<file path="config.mk">
export PLATFORM = sky130hd
export DESIGN_NAME = tone_sequencer_flat
export DESIGN_NICKNAME = d
export VERILOG_FILES = /design/src/rtl/tone_pkg.sv /design/src/rtl/tone_sequencer_if.sv /design/src/rtl/tick_prescaler.sv /design/src/rtl/tone_sequencer.sv /design/src/flat_wrapper.sv
export SDC_FILE = /design/constraint.sdc
export NUM_CORES = 1
export LEC_CHECK = 0
export BUFFER_PORTS_ARGS = -buffer_cell sky130_fd_sc_hd__clkbuf_2
export CORE_ASPECT_RATIO = 0.75
export CORE_MARGIN = 2
export CORE_UTILIZATION = 50
export CTS_CLUSTER_SIZE = 8
export DETAILED_ROUTE_END_ITERATION = 7
export GPL_TIMING_DRIVEN = 0
export PLACE_DENSITY = 0.67
export SLEW_MARGIN = 20
export SYNTH_ARGS = -nofsm -noshare
export SYNTH_HDL_FRONTEND = slang
export SYNTH_SLANG_ARGS = --single-unit
</file>
<file path="constraint.sdc">
create_clock -name clk -period 5 [get_ports clk]
set_input_delay 1 -clock clk [delete_from_list [all_inputs] [get_ports clk]]
set_output_delay 1 -clock clk [all_outputs]
set_load 0.005 [all_outputs]
</file>
<file path="src/rtl/tone_pkg.sv">
// Shared definitions for the tone sequencer: tone codes, the segment record,
// the FSM state type and the fixed pattern ROM.
package tone_pkg;

    localparam logic [2:0] TONE_KEY    = 3'd0;
    localparam logic [2:0] TONE_ACCEPT = 3'd1;
    localparam logic [2:0] TONE_ERROR  = 3'd2;
    localparam logic [2:0] TONE_REMOVE = 3'd3;
    localparam logic [2:0] TONE_ALERT  = 3'd4;

    localparam int HP_W  = 8;
    localparam int DUR_W = 8;
    localparam int SEG_W = HP_W + DUR_W + 1;
    localparam int CNT_W = 18;

    typedef struct packed {
        logic [HP_W-1:0]  half_period;
        logic [DUR_W-1:0] duration;
        logic             last;
    } seg_t;

    typedef enum logic [1:0] {IDLE, LOAD, PLAY} state_t;

    function automatic logic tone_valid(input logic [2:0] tone);
        return tone <= TONE_ALERT;
    endfunction

    // Unused slots decode to a one-unit silent last segment so a stray
    // index can never run away.
    function automatic seg_t seg_rom(input logic [2:0] tone, input logic [1:0] idx);
        seg_t s;
        s = '{half_period: 8'd0, duration: 8'd1, last: 1'b1};
        case ({tone, idx})
            {TONE_KEY,    2'd0}: s = '{8'd24, 8'd20,  1'b1};
            {TONE_ACCEPT, 2'd0}: s = '{8'd32, 8'd30,  1'b0};
            {TONE_ACCEPT, 2'd1}: s = '{8'd20, 8'd30,  1'b1};
            {TONE_ERROR,  2'd0}: s = '{8'd64, 8'd40,  1'b0};
            {TONE_ERROR,  2'd1}: s = '{8'd0,  8'd10,  1'b0};
            {TONE_ERROR,  2'd2}: s = '{8'd64, 8'd40,  1'b1};
            {TONE_REMOVE, 2'd0}: s = '{8'd28, 8'd15,  1'b0};
            {TONE_REMOVE, 2'd1}: s = '{8'd0,  8'd15,  1'b0};
            {TONE_REMOVE, 2'd2}: s = '{8'd28, 8'd15,  1'b0};
            {TONE_REMOVE, 2'd3}: s = '{8'd0,  8'd15,  1'b1};
            {TONE_ALERT,  2'd0}: s = '{8'd16, 8'd255, 1'b1};
            default:             s = '{half_period: 8'd0, duration: 8'd1, last: 1'b1};
        endcase
        return s;
    endfunction

endpackage

</file>
<file path="src/rtl/tone_sequencer_if.sv">
// Request and DAC-side signals of the tone sequencer.
// Handshake: a request transfers on a clk edge where req_valid & req_ready;
// the requester holds req_valid and req_tone stable until that edge.
interface tone_sequencer_if;
    logic              req_valid;
    logic [2:0]        req_tone;
    logic              req_ready;
    logic              abort;
    logic signed [7:0] sample;
    logic              hush;
    logic              busy;
    logic              done;

    modport master (output req_valid, req_tone, abort,
                    input  req_ready, sample, hush, busy, done);
    modport slave  (input  req_valid, req_tone, abort,
                    output req_ready, sample, hush, busy, done);
endinterface

</file>
<file path="src/rtl/tick_prescaler.sv">
// Free-running sample-rate divider; tick is high for one clk every DIV clks.
module tick_prescaler #(
    parameter int DIV = 2048
) (
    input  logic clk,
    input  logic rst_n,
    output logic tick
);
    localparam int W = (DIV > 2) ? $clog2(DIV) : 1;

    logic [W-1:0] cnt_q;

    assign tick = (cnt_q == W'(DIV - 1));

    always_ff @(posedge clk or negedge rst_n) begin
        if (!rst_n)    cnt_q <= '0;
        else if (tick) cnt_q <= '0;
        else           cnt_q <= cnt_q + W'(1);
    end
endmodule

</file>
<file path="src/rtl/tone_sequencer.sv">
// Plays a ROM-defined pattern of square-wave tones and silent gaps as a signed
// 8-bit sample stream for the sigma-delta DAC.
module tone_sequencer
    import tone_pkg::*;
#(
    parameter int SAMPLE_DIV = 2048,
    parameter int DUR_UNIT   = 256,
    parameter int AMPLITUDE  = 96
) (
    input  logic             clk,
    input  logic             rst_n,
    tone_sequencer_if.slave  bus,
    output state_t           state_dbg
);
    localparam logic [7:0] AMP = 8'(AMPLITUDE);

    logic tick;

    state_t           state_q, state_d;
    logic [2:0]       tone_q, tone_d;
    logic [1:0]       seg_idx_q, seg_idx_d;
    logic [7:0]       sample_q, sample_d;
    logic             hush_q, hush_d;
    logic             done_q, done_d;
    logic [HP_W-1:0]  half_q, half_d;
    logic             last_q, last_d;
    logic [HP_W-1:0]  half_cnt_q, half_cnt_d;
    logic [CNT_W-1:0] dur_cnt_q, dur_cnt_d;

    seg_t             seg;
    logic [DUR_W-1:0] dur_eff;
    logic [CNT_W-1:0] dur_load;

    tick_prescaler #(.DIV(SAMPLE_DIV)) u_pre (
        .clk   (clk),
        .rst_n (rst_n),
        .tick  (tick)
    );

    assign seg      = seg_rom(tone_q, seg_idx_q);
    assign dur_eff  = (seg.duration == '0) ? DUR_W'(1) : seg.duration;
    assign dur_load = CNT_W'(32'(dur_eff) * DUR_UNIT);

    always_ff @(posedge clk or negedge rst_n) begin
        if (!rst_n) begin
            state_q    <= IDLE;
            tone_q     <= '0;
            seg_idx_q  <= '0;
            sample_q   <= '0;
            hush_q     <= 1'b1;
            done_q     <= 1'b0;
            half_q     <= '0;
            last_q     <= 1'b0;
            half_cnt_q <= '0;
            dur_cnt_q  <= '0;
        end else begin
            state_q    <= state_d;
            tone_q     <= tone_d;
            seg_idx_q  <= seg_idx_d;
            sample_q   <= sample_d;
            hush_q     <= hush_d;
            done_q     <= done_d;
            half_q     <= half_d;
            last_q     <= last_d;
            half_cnt_q <= half_cnt_d;
            dur_cnt_q  <= dur_cnt_d;
        end
    end

    always_comb begin
        state_d    = state_q;
        tone_d     = tone_q;
        seg_idx_d  = seg_idx_q;
        sample_d   = sample_q;
        hush_d     = hush_q;
        done_d     = 1'b0;
        half_d     = half_q;
        last_d     = last_q;
        half_cnt_d = half_cnt_q;
        dur_cnt_d  = dur_cnt_q;
        case (state_q)
            IDLE: begin
                if (bus.req_valid) begin
                    tone_d    = bus.req_tone;
                    seg_idx_d = '0;
                    state_d   = LOAD;
                end
            end
            LOAD: begin
                if (bus.abort) begin
                    state_d  = IDLE;
                    sample_d = '0;
                    hush_d   = 1'b1;
                end else if (!tone_valid(tone_q)) begin
                    state_d = IDLE;
                    done_d  = 1'b1;
                end else begin
                    state_d    = PLAY;
                    hush_d     = 1'b0;
                    sample_d   = (seg.half_period == '0) ? 8'd0 : AMP;
                    half_d     = seg.half_period;
                    last_d     = seg.last;
                    half_cnt_d = seg.half_period;
                    dur_cnt_d  = dur_load;
                end
            end
            PLAY: begin
                if (bus.abort) begin
                    state_d  = IDLE;
                    sample_d = '0;
                    hush_d   = 1'b1;
                end else if (tick) begin
                    // The ending tick hands over to the next segment without a
                    // toggle; LOAD keeps sample/hush so there is no click.
                    if (dur_cnt_q == CNT_W'(1)) begin
                        if (last_q) begin
                            state_d  = IDLE;
                            sample_d = '0;
                            hush_d   = 1'b1;
                            done_d   = 1'b1;
                        end else begin
                            seg_idx_d = seg_idx_q + 2'd1;
                            state_d   = LOAD;
                        end
                    end else begin
                        dur_cnt_d = dur_cnt_q - CNT_W'(1);
                        if (half_q != '0) begin
                            if (half_cnt_q == HP_W'(1)) begin
                                sample_d   = -sample_q;
                                half_cnt_d = half_q;
                            end else begin
                                half_cnt_d = half_cnt_q - HP_W'(1);
                            end
                        end
                    end
                end
            end
            default: state_d = IDLE;
        endcase
    end

    assign bus.sample    = sample_q;
    assign bus.hush      = hush_q;
    assign bus.done      = done_q;
    assign bus.busy      = (state_q != IDLE);
    assign bus.req_ready = (state_q == IDLE);
    assign state_dbg     = state_q;

endmodule

</file>
<file path="src/flat_wrapper.sv">
// flat-port wrapper written by rule: the top's interface ports become plain ports
module tone_sequencer_flat import tone_pkg::*;
#(
    parameter int SAMPLE_DIV = 2048,
    parameter int DUR_UNIT   = 256,
    parameter int AMPLITUDE  = 96
)
  (clk, rst_n, state_dbg, bus_req_valid, bus_req_tone, bus_abort, bus_req_ready, bus_sample, bus_hush, bus_busy, bus_done);
  tone_sequencer_if bus_i ();
  input  logic clk;
  input  logic rst_n;
  output state_t state_dbg;
  input wire logic [$bits(bus_i.req_valid)-1:0] bus_req_valid;
  input wire logic [$bits(bus_i.req_tone)-1:0] bus_req_tone;
  input wire logic [$bits(bus_i.abort)-1:0] bus_abort;
  output wire logic [$bits(bus_i.req_ready)-1:0] bus_req_ready;
  output wire logic [$bits(bus_i.sample)-1:0] bus_sample;
  output wire logic [$bits(bus_i.hush)-1:0] bus_hush;
  output wire logic [$bits(bus_i.busy)-1:0] bus_busy;
  output wire logic [$bits(bus_i.done)-1:0] bus_done;
  assign bus_i.req_valid = bus_req_valid;
  assign bus_i.req_tone = bus_req_tone;
  assign bus_i.abort = bus_abort;
  assign bus_req_ready = bus_i.req_ready;
  assign bus_sample = bus_i.sample;
  assign bus_hush = bus_i.hush;
  assign bus_busy = bus_i.busy;
  assign bus_done = bus_i.done;
  tone_sequencer #(.SAMPLE_DIV(SAMPLE_DIV), .DUR_UNIT(DUR_UNIT), .AMPLITUDE(AMPLITUDE)) u_core (.clk(clk), .rst_n(rst_n), .bus(bus_i), .state_dbg(state_dbg));
endmodule
</file>
==> impl_metrics.tcl, run 1 <==
set metrics [dict create \
    cts_tree "built" \
    grt_pass1_wl_um 14940 \
    area_growth_pct 11.93 \
    cts_resized 0 \
    relSlewSlack 0.5401 \
    synth_top_cell_by_area "dfrtp_1" \
    wl_um 8758 \
    post-cts-setup-buffer-count 0 \
    synth_nets 436 \
    io-pin-count 21 \
    rsz0062_at_grt "no" \
    coreArea_um2 7229 \
    dp_cells 535 \
    die_height_um 78.21 \
    rrSetupSlack_ns 2.44 \
    grt_use_total 0.2382 \
    drc 0 \
    vias_per_cell 5.849 \
    slew_viol_final 0 \
    cpPeakStageDelay_ns 0.50 \
    power_density_nw_per_um2 575.4 \
    clock_power_share 0.186 \
    clock.fmax_mhz 391.0 \
    cts_hold_buffers 0 \
    die_area_um2 8050 \
    antenna_cells 0 \
    cts_buffers 9 \
    ys_async_sr_fraction 1.000 \
    worstPathMaxFanout 7 \
    grt_pass1_vias 3044 \
    drv_cap 0 \
    port_buffers 19 \
    grt_overflow 0 \
    yosys_register_bits 59 \
    clock_latency_ns 0.34 \
    required_ns 5.23 \
    min_period_over_period 0.5115 \
    slowest_stage "or4_1" \
    cts.sinks 59 \
    synthFlopType "dfrtp_1" \
    drt_iter0_markers 212 \
    hold_viol 0 \
    yosys_warnings 0 \
    multi_input_area_um2 2036 \
    max_slew.worst_pin.slew_ns 0.6846 \
    num_rows 27 \
    ys_top_cells_by_area "dfrtp_1 (40%), ha_1 (5.1%), a21oi_1 (4.2%)" \
    final_cells 550 \
    crit_path_start_kind "register" \
    synth_top_area_share 0.3954 \
    die_w_um 102.9 \
    timing.hold.ws_ns 0.4884 \
    min_to "u_core.bus.sample[7]" \
    synth_area_um2 3671 \
    clk_pin_slew_ns 0.06 \
    final_nets 467 \
    setup_tns_ns 0 \
    crit_chain "or4_1, buf_2, nor2_2, nand3_1, a211oi_1, nor2_2, a22o_1" \
    crit_type "register to register" \
    synthCells 414 \
    mostFrequentLayoutCells "dfrtp_1 (58), nor2_1 (36), nand2_1 (34)" \
    r2r-end "u_core.bus.sample[6]" \
    clockRootBuffer "clkbuf_8" \
    intPower_mw 1.341 \
    period_needed_ns 2.557 \
    drtPass1Iterations 5 \
    critPathArrivalTime_ns 2.79 \
    num_vias 3217 \
    final_common_cell "dfrtp_1" \
    hold_class "register to register" \
    synth.distinct_cells 59 \
    endpoint_kind "register" \
    ctsLongestPathBuffers 2 \
    fillers 669 \
    min_from "u_core.bus.sample[7]" \
    comb_power_share 0.488 \
    setup_viol 0 \
    postSynthAreaPerCell_um2 8.867 \
    ff2ff_path_depth 7 \
    htree_levels 3 \
    whs_path_depth 1 \
    yosysSeqAreaShare 0.4025 \
    antenna_found_initial 0 \
    grt_max_degree 37 \
    register_area_um2 1478 \
    start_util 0.5078 \
    p_sw_mw 1.024 \
    ant_nets 0 \
    power_frac_seq 0.326 \
    wl_per_cell_um 15.92 \
    outcome "finished clean" \
    layout-drive-gt1-share 0.1203 \
    timing.rr.start "u_core.dur_cnt_q[2]" \
    hpwl_um 6424 \
    synth_edf_count 0 \
    place_congestion 0.9272 \
    power_leakage_nw 1.758 \
    switching_share 0.4330 \
    irDropWorstVdd_mv 0.2756 \
    cp_common_cell "nor2_2" \
    clock_skew_ns 0.01033 \
]
-- worst max-delay path by stage --
stage	from	endpoint	slack [ns]
after global placement	bus_abort	u_core.seg_idx_q[0]	2.37
final	u_core.dur_cnt_q[2]	u_core.bus.sample[6]	2.44
after detailed placement	bus_abort	u_core.seg_idx_q[0]	2.35
after global routing	u_core.u_pre.cnt_q[0]	u_core.seg_idx_q[1]	2.26
after floorplan	u_core.half_cnt_q[2]	u_core.bus.sample[5]	2.75
after CTS	u_core.u_pre.cnt_q[0]	u_core.seg_idx_q[1]	2.46
-- sequential cells by signal (all words and copies together) (netlist names) --
name and flops:
u_core.tone_q 3, u_core.bus.done 1, u_core.bus.sample 7, u_core.half_cnt_q 8
u_core.half_q 5, u_core.last_q 1, u_core.dur_cnt_q 18, u_core.seg_idx_q 2
u_core.u_pre.cnt_q 11, u_core.state_dbg 2, u_core.bus.hush 1
-- power by group through the flow --
| stage | Clock [mW] | Combinational (mW) | Sequential [mW] |
|---|---|---|---|
| 6_report | 0.440 | 1.15 | 0.770 |
| 5_1_grt | 0.472 | 1.30 | 0.793 |
| 4_1_cts | 0.452 | 1.15 | 0.766 |
| 3_5_place_dp | 0 | 1.14 | 0.773 |
| 3_3_place_gp | 0 | 1.12 | 0.770 |
| 2_1_floorplan | 0 | 0.879 | 0.734 |
-- cell usage after synthesis, types with 3 or more instances --
| cell | number |
|---|---|
| a31oi_1 | 9 |
| nand4_1 | 7 |
| a211oi_1 | 5 |
| o31ai_1 | 4 |
| mux2i_1 | 5 |
| o211ai_1 | 5 |
| a22o_1 | 4 |
| and4_1 | 4 |
| and3_1 | 4 |
| o21ai_0 | 29 |
| ha_1 | 15 |
| nor2_1 | 36 |
| xnor2_1 | 14 |
| a2111oi_0 | 3 |
| nor4_1 | 6 |
| nor3_1 | 8 |
| clkbuf_1 | 10 |
| or4_1 | 6 |
| mux2_2 | 5 |
| a21oi_1 | 31 |
| a22oi_1 | 3 |
| dfrtp_1 | 58 |
| or3_1 | 7 |
| nand2_1 | 34 |
| and2_1 | 3 |
| xor2_1 | 4 |
| nor2b_1 | 6 |
| inv_1 | 19 |
| nand2b_1 | 5 |
| a21o_1 | 3 |
| o21a_1 | 3 |
| nand3_1 | 17 |
| nor3b_1 | 4 |
| buf_2 | 3 |
-- metal layers --
metal / global-route usage / vias up / share of wire
met5: 0 / - / 0
met4: 0.07895 / 0 / 0.019
met3: 0.05343 / 15 / 0.059
met2: 0.3468 / 91 / 0.44
met1: 0.3490 / 1540 / 0.48
li1: - / 1571 / -
-- final cells by class --
type,instances,share of cell area
Timing Repair Buffer,20,0.02862
Sequential cell,59,0.3596
Buffer,18,0.02101
Clock buffer,13,0.03867
Inverter,19,0.01736
Tap cell,101,0.03076
Multi-Input combinational cell,318,0.4954
Clock inverter,2,0.008526
-- per-stage QoR --
stage | utilization | cell area [µm²] | power, mW | setup WS (ns)
3_5_place_dp | 0.5415 | 3915 | 1.911 | 2.350
6_report | 0.5684 | 4109 | 2.364 | 2.443
3_3_place_gp | 0.5384 | 3892 | 1.894 | 2.367
4_1_cts | 0.5684 | 4109 | 2.366 | 2.463
5_1_grt | 0.5684 | 4109 | 2.569 | 2.262
2_1_floorplan | - | 3671 | 1.612 | 2.751
-- kinds of logic after synthesis --
kind of cell,count (synthesis),share of synthesized area
and+or+nand+nor,155,0.2195
AOI/OAI and AO/OA,119,0.2110
DFF,59,0.4025
buffers and inverters,37,0.04294
xor gates and xnor gates,18,0.04294
adders and majority gates,15,0.05112
muxes,10,0.02897
other,1,0.001022
-- critical path: cells and delay by family (launching register included) --
family	cells	cell delay [ns]
AND/OR/NAND/NOR	4	1.11
AO/OA/AOI/OAI	2	0.73
buffers and inverters	1	0.17
flip-flops	1	0.43
Power figures use the tool's default switching activity.
==> inputs of run 2 (changes only) <==
--- a/config.mk
+++ b/config.mk
@@ -12,7 +12,7 @@
 export CTS_CLUSTER_SIZE = 8
 export DETAILED_ROUTE_END_ITERATION = 7
 export GPL_TIMING_DRIVEN = 0
-export PLACE_DENSITY = 0.67
+export PLACE_DENSITY = 0.7
 export SLEW_MARGIN = 20
 export SYNTH_ARGS = -nofsm -noshare
 export SYNTH_HDL_FRONTEND = slang
==> constraint.sdc (replaced) <==
create_clock -name clk -period 2.2 [get_ports clk]
set_input_delay 0.44 -clock clk [delete_from_list [all_inputs] [get_ports clk]]
set_output_delay 0.44 -clock clk [all_outputs]
set_load 0.005 [all_outputs]
==> run 2 against run 1 <==
Compared with the run above:
- the run now ends with negative setup slack left
- largest cell class unchanged
- critical path type unchanged
- sequential power increased by 130%
- global-route usage increased by 0.76 points
- cell area increased by 9.7%
- clock skew decreased by 0.0017 ns
- die area unchanged
- sequential share of layout area decreased by 3.2 points
==> impl_metrics.tcl, run 2 (synthesis results as in run 1) <==
set metrics [dict create \
    p_sw_mw 2.633 \
    power_leakage_nw 1.898 \
    comb_power_share 0.545 \
    cts_hold_buffers 0 \
    top_register "u_core.dur_cnt_q" \
    setup_tns_ns -1.633 \
    clock_latency_ns 0.35 \
    critPathArrivalTime_ns 2.54 \
    final_cells 567 \
    htree_levels 3 \
    violations "negative setup slack" \
    power_frac_seq 0.308 \
    grt_overflow 0 \
    grt_pass1_vias 3097 \
    dp_cells 535 \
    switching_share 0.4539 \
    irDropWorstVdd_mv 0.6941 \
    power_density_nw_per_um2 1287 \
    grt_use_met3 0.04809 \
    rsz0062_at_grt "yes" \
    intPower_mw 3.168 \
    grt_use_total 0.2457 \
    cts.sinks 59 \
    grt-busiest-layer "met2" \
    drtPass1Iterations 7 \
    utilization 0.6236 \
    hold_class "primary input to async pin" \
    period_needed_ns 2.307 \
    drv_cap 0 \
    port_buffers 19 \
    slew_viol_final 0 \
    final_cell_area_um2 4508 \
    start_util 0.5078 \
    grt.met1_usage 0.3584 \
    drt_iter0_markers 200 \
    antenna_found_initial 0 \
    die_w_um 102.9 \
    place_area_um2 3926 \
    outcome "finished, violations left" \
    required_ns 2.44 \
    wl_per_cell_um 16.80 \
    area_growth_pct 22.80 \
    ant_nets 0 \
    grt_max_degree 38 \
    cts_buffers 9 \
    clock_power_share 0.147 \
    place_congestion 0.9221 \
    total_power_mw 5.801 \
    die_height_um 78.21 \
    reg_top3 "u_core.dur_cnt_q (18), u_core.u_pre.cnt_q (11), u_core.half_cnt_q (8)" \
    final_common_cell "dfrtp_1" \
    hold_viol 0 \
    largest_register_ffs 18 \
    crit_type "register to register" \
    num_rows 27 \
    ctsLongestPathBuffers 2 \
    vias_per_cell 5.894 \
    antenna_cells 0 \
    num_vias 3342 \
    relSlewSlack 0.5860 \
    drc 0 \
    timing.hold.ws_ns 0.01615 \
    clk_pin_slew_ns 0.07 \
    gr-usage-met2 0.3714 \
    worstPathMaxFanout 6 \
    clockRootBuffer "clkbuf_8" \
    clock.fmax_mhz 433.4 \
    coreArea_um2 7229 \
    clock_skew_ns 0.008654 \
    final_nets 484 \
    min_period_over_period 1.049 \
    fillers 630 \
    endpoint_kind "register" \
    io-pin-count 21 \
    wl_um 9524 \
    cts_tree "built" \
    grt_pass1_wl_um 15420 \
    max_slew.worst_pin.slew_ns 0.6163 \
    post-place-ws_ns -0.3019 \
    setup_viol 28 \
    die_area_um2 8050 \
    mostFrequentLayoutCells "dfrtp_1 (58), nand2_1 (34), nor2_1 (33)" \
    setup_ws_ns -0.1071 \
    layout-drive-gt1-share 0.2361 \
    hpwl_um 6481 \
    crit_path_start_kind "register" \
]
==> run 2: cell count changes in the layout (fill, tap and decap cells not counted), sizes merged <==
cell,before,now
clkinv,1,3
buf,9,27
clkbuf,42,40
bufinv,1,0
==> run 2: layout make-up <==
type / count / area (µm²) / area share
repair buffers: 40 / 286.5 / 0.06356
clock inverters: 3 / 15.01 / 0.003331
well taps: 101 / 126.4 / 0.02803
clock buffers: 12 / 145.1 / 0.03220
flip-flops and latches: 59 / 1478 / 0.3278
inverters: 19 / 71.32 / 0.01582
multi-input cells: 318 / 2286 / 0.5071
plain buffers: 15 / 100.1 / 0.02220
==> run 2: power groups by stage <==
stage	sequential, mW	combinational [mW]	clock [mW]
3_5_place_dp	1.77	2.59	0
4_1_cts	1.74	2.93	0.860
6_report	1.79	3.16	0.853
5_1_grt	1.83	3.48	0.910
3_3_place_gp	1.75	2.55	0
2_1_floorplan	1.67	2.00	0
==> run 2: worst paths after layout <==
| path | from | endpoint | slack [ns] | cells after the start |
|---|---|---|---|---|
| setup / recovery | u_core.dur_cnt_q[5] | u_core.dur_cnt_q[10] | -0.11 | 7 |
| hold / removal | rst_n | u_core.bus.sample[7] | 0.02 | 1 |
| setup reg to reg | u_core.dur_cnt_q[5] | u_core.dur_cnt_q[10] | -0.11 | 7 |
| hold reg to reg | u_core.half_cnt_q[7] | u_core.half_cnt_q[7] | 0.48 | 1 |
| max in group asynchronous | rst_n | u_core.bus.hush | 1.62 | 2 |
| min in group clk | bus_req_tone[2] | u_core.tone_q[2] | 0.32 | 2 |
==> run 2: worst max-delay path: stages, from the launching register on <==
cell and delay, ns:
dfrtp_1 0.39, or4_4 0.60, or3_4 0.37, o21ai_4 0.27, buf_4 0.17, buf_6 0.08, a21oi_2 0.09, a22o_1 0.22
==> run 2: timing repair <==
item / CTS / global route
setup buffers: 14 / 5
cloned: 0 / 1
pin swaps: 17 / 12
resized for setup: 34 / 43
setup endpoints to repair: 38 / 38
==> run 2: routing by layer <==
metal  share of wire  routed length (µm)  up-vias
li1                -                   -     1613
met1            0.46                4405     1652
met4           0.010                  95        0
met5               0                   0        -
met2            0.47                4478       68
met3           0.057                 545        9
==> inputs of run 3 (changes only) <==
--- a/config.mk
+++ b/config.mk
@@ -9,10 +9,10 @@
 export CORE_ASPECT_RATIO = 0.75
 export CORE_MARGIN = 2
 export CORE_UTILIZATION = 50
-export CTS_CLUSTER_SIZE = 8
 export DETAILED_ROUTE_END_ITERATION = 7
 export GPL_TIMING_DRIVEN = 0
-export PLACE_DENSITY = 0.7
+export PLACE_DENSITY_LB_ADDON = 0.12
+export RECOVER_POWER = 50
 export SLEW_MARGIN = 20
 export SYNTH_ARGS = -nofsm -noshare
 export SYNTH_HDL_FRONTEND = slang
==> run 3 against run 2 <==
Compared with the run above:
- the flow still finishes with violations (negative setup slack)
- total power is 5.2% higher
- first-iteration DRC count is 6.0% lower
- global-route usage up 0.73 points
- cell count down 0.18%
- cell area is 0.64% higher
- count of clock-buffer cells in the layout is 1 higher
- combinational power increased by 7.6%
- sequential share of layout area fell by 0.18 points
- non-clock buffer count down 1
- die area is the same
- maximum frequency decreased by 0.17%
==> impl_metrics.tcl, run 3 (synthesis results as in run 1) <==
set metrics [dict create \
    outcome "finished, violations left" \
    violations "negative setup slack" \
    mostFrequentLayoutCells "dfrtp_1 (57), nor2_1 (32), nand2_1 (32)" \
    clk_pin_slew_ns 0.07 \
    cts_buffers 9 \
    hold_viol 0 \
    antenna_found_initial 0 \
    die_area_um2 8050 \
    drc 0 \
    relSlewSlack 0.07310 \
    area_growth_pct 23.59 \
    required_ns 2.42 \
    rrSetupSlack_ns -0.11 \
    rsz0062_at_grt "yes" \
    critPathArrivalTime_ns 2.53 \
    ant_nets 0 \
    io-pin-count 21 \
    antenna_cells 0 \
    final_common_cell "dfrtp_1" \
    num_vias 3375 \
    num_rows 27 \
    fillers 639 \
    grt_max_degree 34 \
    crit_type "register to register" \
    clock_latency_ns 0.35 \
    wl_um 9518 \
    slew_viol_final 0 \
    grt_use_total 0.2530 \
    utilization 0.6276 \
    place_area_um2 3926 \
    largest_register_ffs 18 \
    max_slew.worst_pin.slew_ns 1.390 \
    hold_class "primary input to register" \
    dp_cells 535 \
    min_period_over_period 1.050 \
    cts_hold_buffers 0 \
    timing.hold.ws_ns 0.3284 \
    final_nets 483 \
    grt_pass1_vias 3260 \
    setup_ws_ns -0.1111 \
    coreArea_um2 7229 \
    wl_per_cell_um 16.82 \
    crit_path_start_kind "register" \
    layout-drive-gt1-share 0.2559 \
    setup_viol 19 \
    reg_top3 "u_core.dur_cnt_q (18), u_core.u_pre.cnt_q (11), u_core.half_cnt_q (8)" \
    die_w_um 102.9 \
    period_needed_ns 2.311 \
    drt_iter0_markers 188 \
    final_cell_area_um2 4537 \
    start_util 0.5078 \
    top_register "u_core.dur_cnt_q" \
    endpoint_kind "register" \
    ctsLongestPathBuffers 2 \
    port_buffers 19 \
    grt_overflow 0 \
    final_cells 566 \
    drtPass1Iterations 4 \
    vias_per_cell 5.963 \
    irDropWorstVdd_mv 0.6667 \
    hpwl_um 6528 \
    clock.fmax_mhz 432.7 \
    die_height_um 78.21 \
    htree_levels 3 \
    power_density_nw_per_um2 1345 \
    drv_cap 0 \
    cts_tree "built" \
    worstPathMaxFanout 4 \
    cts.sinks 59 \
    clockRootBuffer "clkbuf_8" \
    post-place-ws_ns -0.3188 \
    power_leakage_nw 1.899 \
    place_congestion 0.8685 \
    grt_pass1_wl_um 15870 \
    clock_skew_ns 0.009457 \
]
## run 3: cell count changes in the layout (fill, tap and decap cells not counted), moves of 3 or more
| cell | previous run | this run |
|---|---|---|
| o21ai_0 | 21 | 16 |
| nor2_4 | 3 | 6 |
| buf_4 | 16 | 13 |
| o21ai_2 | 0 | 3 |
| a21oi_1 | 25 | 21 |
| a21oi_2 | 4 | 8 |
## run 3: worst paths after layout
path,from,endpoint,cells after the start
max,u_core.half_cnt_q[4],u_core.bus.sample[5],6
min,bus_req_tone[1],u_core.tone_q[1],2
max reg2reg,u_core.half_cnt_q[4],u_core.bus.sample[5],6
min reg2reg,u_core.half_cnt_q[7],u_core.half_cnt_q[7],1
max in group asynchronous,rst_n,u_core.tone_q[2],2
min in group asynchronous,rst_n,u_core.u_pre.cnt_q[2],1
## run 3: metrics by stage
stage | setup TNS [ns] | power, mW
2_1_floorplan | -0.01683 | 3.668
6_report | -1.037 | 6.102
3_3_place_gp | -7.479 | 4.332
3_5_place_dp | -7.806 | 4.382
4_1_cts | -2.161 | 5.728
5_1_grt | -5.192 | 6.538
## run 3: power breakdown
group | internal (mW) | total (mW) | switching [mW] | leakage [nW]
clock | 0.491 | 0.897 | 0.406 | 0.0953
combinational | 1.44 | 3.40 | 1.96 | 1.05
sequential | 1.41 | 1.81 | 0.402 | 0.755
total | 3.34 | 6.10 | 2.76 | 1.90
## run 3: cell type report
| cell class | count | area, µm² | area share |
|---|---|---|---|
| buffer | 16 | 103.9 | 0.02289 |
| clock buffer | 13 | 168.9 | 0.03723 |
| clock inverter | 2 | 10.01 | 0.002206 |
| inverter | 19 | 71.32 | 0.01572 |
| multi-input combinational | 318 | 2317 | 0.5108 |
| sequential | 59 | 1479 | 0.3260 |
| tap | 101 | 126.4 | 0.02785 |
| timing repair buffer | 38 | 260.3 | 0.05736 |
## run 3: what timing repair did
action / in CTS / in global routing
cloned: 2 / 0
setup endpoints to repair: 37 / 39
endpoints found under the hold margin: 0 / 0
pin swaps: 14 / 10
setup buffers: 15 / 1
gates resized for setup: 51 / 48
## run 3: metal layers
metal | wire [µm] | share of wire | vias to the layer above | GRT usage
li1 | - | - | 1604 | -
met1 | 4454 | 0.47 | 1646 | 0.3544
met2 | 4370 | 0.46 | 108 | 0.3805
met3 | 523 | 0.055 | 17 | 0.06144
met4 | 169 | 0.018 | 0 | 0.09079
met5 | 0 | 0 | - | 0
## run 3: critical path: stages (launching register included)
cell      delay [ns]
dfrtp_1         0.43
or4_4           0.51
or3_4           0.40
a211oi_2        0.17
a211oi_2        0.14
a311o_1         0.30
a22o_1          0.24
